$ cat config.mk
export PLATFORM = sky130hd
export DESIGN_NAME = dmem_access_ctrl
export DESIGN_NICKNAME = d
export VERILOG_FILES = /design/src/rtl/dmem_access_ctrl.sv
export SDC_FILE = /design/constraint.sdc
export NUM_CORES = 1
export LEC_CHECK = 0
export ABC_AREA = 1
export BUFFER_PORTS_ARGS = -buffer_cell sky130_fd_sc_hd__clkbuf_2
export CORE_UTILIZATION = 40
export DETAILED_ROUTE_END_ITERATION = 6
export PLACE_DENSITY_LB_ADDON = 0.12
export SLEW_MARGIN = 40
export SYNTH_ARGS = -nofsm -noshare
export SYNTH_HDL_FRONTEND = slang
export SYNTH_SLANG_ARGS = --single-unit
export TNS_END_PERCENT = 100
$ cat constraint.sdc
create_clock -name clk -period 1.8 [get_ports clk]
set_input_delay 0.09 -clock clk [delete_from_list [all_inputs] [get_ports clk]]
set_output_delay 0.09 -clock clk [all_outputs]
set_load 0.03 [all_outputs]
$ cat src/rtl/dmem_access_ctrl.sv
// rtl/dmem_access_ctrl.sv - load/store master for the single-port data memory
//
// Converts one MEM-stage request into memory read/write cycles. Loads issue a read,
// capture the doubleword one cycle later and extract/extend the addressed lanes.
// Doubleword stores write directly. Narrow stores read-modify-write the doubleword.
// Optional feature macro: MISALIGN_TRAP_EN (misaligned accesses respond with rsp_err
// instead of being aligned down).
//
// Ports:
//   clk, rst_n                    clock, asynchronous active-low reset
//   req_valid/req_ready           request handshake (ready only in IDLE)
//   req_write, req_size,          store/load, 00 byte .. 11 dword,
//   req_signed, req_addr,         sign-extend narrow loads, byte address,
//   req_wdata                     store data (low req_size bytes used)
//   mem_read, mem_write,          registered memory strobes,
//   mem_address, mem_wdata        doubleword index and full write doubleword
//   mem_rdata                     memory data, valid the cycle after mem_read
//   rsp_valid, rsp_data, rsp_err  completion pulse, load result, misalign flag

`ifndef WORD
`define WORD 63:0
`endif

module dmem_access_ctrl #(
    parameter int IDX_BITS = 5
) (
    input  logic         clk,
    input  logic         rst_n,
    input  logic         req_valid,
    output logic         req_ready,
    input  logic         req_write,
    input  logic [1:0]   req_size,
    input  logic         req_signed,
    input  logic [`WORD] req_addr,
    input  logic [`WORD] req_wdata,
    output logic         mem_read,
    output logic         mem_write,
    output logic [`WORD] mem_address,
    output logic [`WORD] mem_wdata,
    input  logic [`WORD] mem_rdata,
    output logic         rsp_valid,
    output logic [`WORD] rsp_data,
    output logic         rsp_err
);

    typedef enum logic [2:0] {
        IDLE, LD_ISSUE, LD_CAPT, RMW_ISSUE, RMW_CAPT, ST_WRITE, RESP
    } state_t;

    state_t state, state_next;

    logic         write_q;
    logic [1:0]   size_q;
    logic         signed_q;
    logic [2:0]   off_q;
    logic [`WORD] wdata_q;
    logic         zero_rsp_q;
    logic [`WORD] load_q;

    logic         accept;
    logic         misaligned;
    logic         trap_now;
    logic [`WORD] idx_word;
    logic [5:0]   shamt;
    logic [`WORD] size_mask;
    logic [`WORD] shifted;
    logic         sign_bit;
    logic [`WORD] extracted;
    logic [`WORD] lane_mask;
    logic [`WORD] merged;

    assign req_ready = (state == IDLE);
    assign accept    = req_valid && (state == IDLE);

    always_comb begin
        misaligned = 1'b0;
        case (req_size)
            2'b00: misaligned = 1'b0;
            2'b01: misaligned = req_addr[0];
            2'b10: misaligned = |req_addr[1:0];
            2'b11: misaligned = |req_addr[2:0];
            default: misaligned = 1'b0;
        endcase
    end

`ifdef MISALIGN_TRAP_EN
    assign trap_now = misaligned;
`else
    // Without the trap, low address bits below the access size are simply
    // dropped by the lane-offset logic, which aligns the access down.
    assign trap_now = 1'b0;
`endif

    // Bits above IDX_BITS+2 are discarded so the index wraps over the memory.
    always_comb begin
        idx_word = '0;
        idx_word[IDX_BITS-1:0] = req_addr[IDX_BITS+2:3];
    end

    always_comb begin
        state_next = state;
        case (state)
            IDLE: begin
                if (req_valid) begin
                    if (trap_now)
                        state_next = RESP;
                    else if (!req_write)
                        state_next = LD_ISSUE;
                    else if (req_size == 2'b11)
                        state_next = ST_WRITE;
                    else
                        state_next = RMW_ISSUE;
                end
            end
            LD_ISSUE:  state_next = LD_CAPT;
            LD_CAPT:   state_next = RESP;
            RMW_ISSUE: state_next = RMW_CAPT;
            RMW_CAPT:  state_next = ST_WRITE;
            ST_WRITE:  state_next = RESP;
            RESP:      state_next = IDLE;
            default:   state_next = IDLE;
        endcase
    end

    always_ff @(posedge clk or negedge rst_n) begin
        if (!rst_n)
            state <= IDLE;
        else
            state <= state_next;
    end

    // Lane offset in bytes, naturally aligned to the latched access size.
    always_comb begin
        shamt     = 6'd0;
        size_mask = '1;
        case (size_q)
            2'b00: begin shamt = {off_q, 3'b000};         size_mask = 64'h0000_0000_0000_00FF; end
            2'b01: begin shamt = {off_q[2:1], 4'b0000};   size_mask = 64'h0000_0000_0000_FFFF; end
            2'b10: begin shamt = {off_q[2], 5'b00000};    size_mask = 64'h0000_0000_FFFF_FFFF; end
            default: begin shamt = 6'd0;                  size_mask = '1; end
        endcase
    end

    always_comb begin
        shifted  = mem_rdata >> shamt;
        sign_bit = 1'b0;
        case (size_q)
            2'b00:   sign_bit = shifted[7];
            2'b01:   sign_bit = shifted[15];
            2'b10:   sign_bit = shifted[31];
            default: sign_bit = 1'b0;
        endcase
        extracted = shifted & size_mask;
        if (signed_q && sign_bit)
            extracted = extracted | ~size_mask;
    end

    always_comb begin
        lane_mask = size_mask << shamt;
        merged    = (mem_rdata & ~lane_mask) | ((wdata_q << shamt) & lane_mask);
    end

    // Request fields are captured only at acceptance; inputs are ignored while busy.
    always_ff @(posedge clk or negedge rst_n) begin
        if (!rst_n) begin
            write_q    <= 1'b0;
            size_q     <= 2'b00;
            signed_q   <= 1'b0;
            off_q      <= 3'd0;
            wdata_q    <= '0;
            zero_rsp_q <= 1'b0;
        end else if (accept) begin
            write_q    <= req_write;
            size_q     <= req_size;
            signed_q   <= req_signed;
            off_q      <= req_addr[2:0];
            wdata_q    <= req_wdata;
            zero_rsp_q <= req_write || trap_now;
        end
    end

    // Strobes are registered from the next state so they line up with the state register.
    always_ff @(posedge clk or negedge rst_n) begin
        if (!rst_n) begin
            mem_read    <= 1'b0;
            mem_write   <= 1'b0;
            rsp_valid   <= 1'b0;
            mem_address <= '0;
            mem_wdata   <= '0;
            load_q      <= '0;
        end else begin
            mem_read  <= (state_next == LD_ISSUE) || (state_next == RMW_ISSUE);
            mem_write <= (state_next == ST_WRITE);
            rsp_valid <= (state_next == RESP);
            if (accept)
                mem_address <= idx_word;
            if (accept && req_write && (req_size == 2'b11) && !trap_now)
                mem_wdata <= req_wdata;
            else if (state == RMW_CAPT)
                mem_wdata <= merged;
            if (state == LD_CAPT)
                load_q <= extracted;
        end
    end

    // Stores and trapped accesses report 0; the last load value is kept for later.
    assign rsp_data = ((state == RESP) && zero_rsp_q) ? '0 : load_q;

`ifdef MISALIGN_TRAP_EN
    always_ff @(posedge clk or negedge rst_n) begin
        if (!rst_n)
            rsp_err <= 1'b0;
        else
            rsp_err <= accept && trap_now;
    end
`else
    assign rsp_err = 1'b0;
`endif

    logic unused_write_q;
    assign unused_write_q = write_q;

endmodule
After elaboration in Yosys (flattened, before gate mapping)

Cells that the tools add are included.

Register bits after elaboration: 210
Input bits: 199
Output and inout bits: 197

Equality and inequality tests: 13
Shifts and indexed selects: 3
Muxes and demuxes: 11
Reduce and logical (&&, ||, !) cells: 10
Bitwise logic cells: 7

Operators by type and width:

| operator             | count |
|---|---|
| $mux W64             | 4 |
| $and A64 B64 Y64     | 3 |
| $pmux W64 S3         | 1 |
| $not A64 Y64         | 2 |
| $or A64 B64 Y64      | 2 |
| $shl A64 B6 Y64      | 2 |
| $shr A64 B6 Y64      | 1 |
| $pmux W6 S3          | 1 |
| $eq A3 B3 Y1 const B | 5 |
| $pmux W3 S5          | 1 |
| $eq A3 B2 Y1 const B | 3 |
| $mux W3              | 3 |
| $eq A3 B1 Y1 const B | 2 |
| $logic_and A1 B1 Y1  | 5 |
| $eq A2 B2 Y1 const B | 2 |
| $logic_not A3 Y1     | 1 |
| $pmux W1 S3          | 1 |
| $eq A2 B1 Y1 const B | 1 |
| $logic_not A2 Y1     | 1 |
| $reduce_bool A2 Y1   | 1 |
| $reduce_or A2 Y1     | 1 |
| $logic_or A1 B1 Y1   | 1 |

Logic depth before layout (Yosys ltp)

Word-level depth: 8
Gate-level depth with buffers: 13
Gate-level depth less buffers: 12

Worst setup path after synthesis

No wires, ideal clock.

Kind: flip-flop to flip-flop
From: reg size_q[1]
To: reg load_q[6]
Arrival time: 1649 ps
Stages on the path, launching flop included: 11
Slack: 20 ps
Setup time: 132 ps
Path through: dfrtp_1 -> nor2_4 -> nand2_4 -> buf_6 -> buf_8 -> buf_6 -> buf_6 -> o211ai_1 -> o21ai_0 -> o21ai_1 -> o22ai_1

Longest elaborated chain between the ends: 6

RTL lines:

| element                                                | RTL line | text |
|---|---|---|
| start, declared                                        | 53       | `logic [1:0] size_q;` |
| start signal, assigned                                 | 174      | `size_q <= req_size;` |
| $eq A2 B2 Y1, or another cell as far along             | 136, 147 |  |
| $pmux W6 S3                                            | 136      | `case (size_q)` |
| $shr A64 B6 Y64                                        | 145      | `shifted = mem_rdata >> shamt;` |
| $pmux W1 S3 or $and A64 B64 Y64 (tied branches)        | 147, 153 |  |
| $logic_and A1 B1 Y1 or $or A64 B64 Y64 (tied branches) | 154, 155 |  |
| $mux W64 *                                             | 154      | `if (signed_q && sign_bit)` |
| end signal, assigned                                   | 202      | `load_q <= extracted;` |
| end, declared                                          | 58       | `` logic [`WORD] load_q; `` |

Mark *: on every way between the ends. The rest lies on a longest branch, timed or not.
A chain may end at the register's enable or synchronous reset.

Worst setup path after layout

From: reg size_q[1]
To: reg load_q[21]

Same word-level chain as after synthesis.

==> flow_metrics.env <==
export IMPL_antenna_found_initial=0
export IMPL_routed_wl_um=63340
export IMPL_slew_viol_final=0
export IMPL_clock_latency_ns=0.54
export IMPL_clk_pin_slew_worst_paths_ns=0.06
export IMPL_setup_slack_ns=-0.3257
export IMPL_synth_area_leader_cell="dfrtp_1"
export IMPL_p_sw_mw=23.50
export IMPL_startpoint_type="register"
export IMPL_h_tree_depth=1
export IMPL_synth_edf_count=0
export IMPL_r2r_cells=11
export IMPL_switching_share=0.4977
export IMPL_path_class="register to register"
export IMPL_fmax_ghz=0.4704
export IMPL_grt_overflow_total=0
export IMPL_r2r_setup_slack_ns=-0.33
export IMPL_critPathRequiredTime_ns=2.26
export IMPL_relSlewSlack=0.5643
export IMPL_cts_root_buffer="clkbuf_16"
export IMPL_final_hold_viol_count=2
export IMPL_rsz0062_at_grt="true"
export IMPL_dieArea_um2=34820
export IMPL_core_area_um2=33530
export IMPL_rows=67
export IMPL_cts_buffers=24
export IMPL_worst_pin_slew_ns=0.6536
export IMPL_r2r_end="load_q[21]"
export IMPL_synthFlopType="dfrtp_1"
export IMPL_avgRoutedWirePerCell_um=20.99
export IMPL_skew_ns=0.009892
export IMPL_layout_nets=2752
export IMPL_final_util=0.6260
export IMPL_synth_distinct_cells=41
export IMPL_vdd_drop_max_v=0.001150
export IMPL_power_leakage_nw=11.12
export IMPL_internal_power_mw=23.71
export IMPL_first_pass_iters=7
export IMPL_fin_total_pwr_mw=47.21
export IMPL_drtIter0Drc=1286
export IMPL_netlist_area_leader_share=0.3856
export IMPL_multiInputGateArea_um2=7520
export IMPL_routed_via_density=5.227
export IMPL_ys_top_cells_by_count="nand2_1 (556), inv_1 (257), o21ai_0 (222), dfrtp_1 (210), nor2_1 (105)"
export IMPL_crit_start="size_q[1]"
export IMPL_violations="DRC, hold timing, setup timing"
export IMPL_yosysSeqAreaShare=0.3856
export IMPL_grtUsageTotal=0.3481
export IMPL_period_needed_ns=2.126
export IMPL_start_util=0.4065
export IMPL_drc_errors=4
export IMPL_crit_path_end="load_q[21]"
export IMPL_slowest_delay_ns=0.44
export IMPL_avgSynthCellArea_um2=6.922
export IMPL_grt_max_degree=69
export IMPL_syn2layout_area_growth_pct=54.03
export IMPL_gp_congestion=0.9531
export IMPL_cp_slowest_cell="dfrtp_2"
export IMPL_pwr_density_cell_nw_per_um2=2249
export IMPL_hpwl_um=46200
export IMPL_die_w_um=186.6
export IMPL_yosys_warnings=0
export IMPL_diodes=0
export IMPL_async_reset_ff_frac=1.000
export IMPL_min_delay_start="mem_rdata[33]"
export IMPL_clockBufferDepth=3
export IMPL_num_vias=15770
export IMPL_regArea_um2=5258
export IMPL_cts_sinks=210
export IMPL_outcome="finished, violations left"
export IMPL_grt_pass1_vias=15080
export IMPL_ys_seq_elements=210
export IMPL_fin_crit_sh=1.181
export IMPL_io_pin_count=396
export IMPL_cp_buffers_inverters=2
export IMPL_p_comb_frac=0.702
export IMPL_cp_max_fo=8
export IMPL_fill_cells=3028
export IMPL_place_ws_ns=-0.4124
export IMPL_grt_pass1_wl_um=92260
export IMPL_hold_worst_slack_ns=-0.01888
export IMPL_max_cap_viol_count=0
export IMPL_netlist_area_um2=13630
export IMPL_cpLargestDelayFamily="simple AND/OR/NAND/NOR gates"
export IMPL_min_path_type="input pin to register"
export IMPL_timing_rr_start="size_q[1]"
export IMPL_synthCells=1969
export IMPL_port_buffers=279
export IMPL_p_clk_frac=0.115
export IMPL_drive_gt1_frac=0.3339
export IMPL_ant_nets=0
export IMPL_cp_arrival_ns=2.59
export IMPL_dieHeight_um=186.6
export IMPL_cp_end_kind="register"
export IMPL_path_cells="nor2_4, buf_12, nand2_4, nand2_1, nand3_1, nand3_1, nand3_2, nand3_4, buf_8, nand3_4, a21oi_2"
export IMPL_synth_most_common_cell="nand2_1"
export IMPL_cts_tree="yes"
export IMPL_cp_num_cells=11
export IMPL_ys_top_cells_by_area="dfrtp_1 (39%), nand2_1 (15%), o21ai_0 (8.2%), inv_1 (7.1%), buf_4 (4.1%)"
export IMPL_setup_viol=189
export IMPL_seq_power_share=0.183
flip-flops by register name, summed over array words and instances, names as in the netlist, 2 cells and up:
name,count
off_q,3
mem_wdata,64
load_q,64
size_q,2
wdata_q,64
state,3
mem_address,5
cell usage in the layout (no fill, tap or decap), drive strengths merged:
master / n
inv: 268
o211ai: 65
a21boi: 28
conb: 60
a32oi: 1
nor3: 9
nand2: 568
a211oi: 2
dfrtp: 210
nor2: 109
or2: 6
clkbuf: 262
o21bai: 22
buf: 345
clkinvlp: 3
o221ai: 21
bufbuf: 2
bufinv: 5
o21ai: 296
a31oi: 2
dlygate4sd3: 106
a21oi: 67
mux2i: 7
nand3: 96
o31ai: 1
o22ai: 2
clkinv: 7
repair_timing:
| item | in CTS | in global routing |
|---|---|---|
| hold buffers | 105 | 1 |
| hold endpoints to repair | 355 | 1 |
| cloned | 5 | 8 |
| buffers inserted | 10 | 19 |
| endpoints found under the setup margin | 191 | 194 |
| pin swaps | 20 | 49 |
| gates resized for setup | 181 | 339 |
final cells by class:
class	instances	share of cell area
multi-input combinational	1362	0.3582
inverter	268	0.04875
sequential	210	0.2504
tap	448	0.02670
clock buffer	28	0.03081
timing repair buffer	687	0.2750
clock inverter	15	0.01007
per-layer routing:
metal  track usage  wire length (µm)
met1        0.4483             25460
met2        0.5854             30440
met3       0.04025              4015
met4        0.1598              3420
met5             0                 0
worst min path at each step:
stage	to	slack, ns	depth (start not counted)
5_1_grt	mem_wdata[33]	0.003	3
6_report	mem_wdata[33]	-0.02	3
3_5_place_dp	load_q[37]	0.08	1
2_1_floorplan	load_q[0]	-0.21	0
4_1_cts	mem_wdata[33]	0.004	3
3_3_place_gp	load_q[37]	0.08	1
kinds of logic (layout without fill, tap and decap cells):
family | count (synthesis) | after routing | synth area share
buffers and inverters | 459 | 998 | 0.1574
multiplexers | 7 | 7 | 0.005141
other | 1 | 60 | 0.0002751
flip-flops | 210 | 210 | 0.3856
AO/OA/AOI/OAI | 507 | 507 | 0.2174
AND/OR/NAND/NOR | 785 | 788 | 0.2342
power groups by stage:
| stage | clock [mW] | sequential [mW] | combinational [mW] |
|---|---|---|---|
| 2_1_floorplan | 0 | 9.64 | 14.2 |
| 3_3_place_gp | 0 | 8.55 | 27.0 |
| 3_5_place_dp | 0 | 8.59 | 27.1 |
| 4_1_cts | 5.50 | 8.58 | 29.4 |
| 5_1_grt | 5.67 | 8.86 | 35.3 |
| 6_report | 5.42 | 8.66 | 33.1 |
per-stage QoR:
step | instances | TNS [ns] | area (µm²) | hold slack [ns]
final | 3018 | -30.52 | 20990 | -0.01888
after global routing | 3018 | -43.06 | 20990 | 0.003087
after CTS | 2990 | -26.35 | 19650 | 0.003542
after detailed placement | 2827 | -33.81 | 17000 | 0.08332
after global placement | 2827 | -30.29 | 17000 | 0.07919
after floorplan | 2028 | 0 | 13850 | -0.2056
worst reg2reg max path, cell delays in order (launching register included):
cell	delay, ns
dfrtp_2	0.44
nor2_4	0.14
buf_12	0.15
nand2_4	0.13
nand2_1	0.13
nand3_1	0.07
nand3_1	0.15
nand3_2	0.12
nand3_4	0.13
buf_8	0.15
nand3_4	0.22
a21oi_2	0.22
No activity file was read; power rests on OpenSTA's default activity.
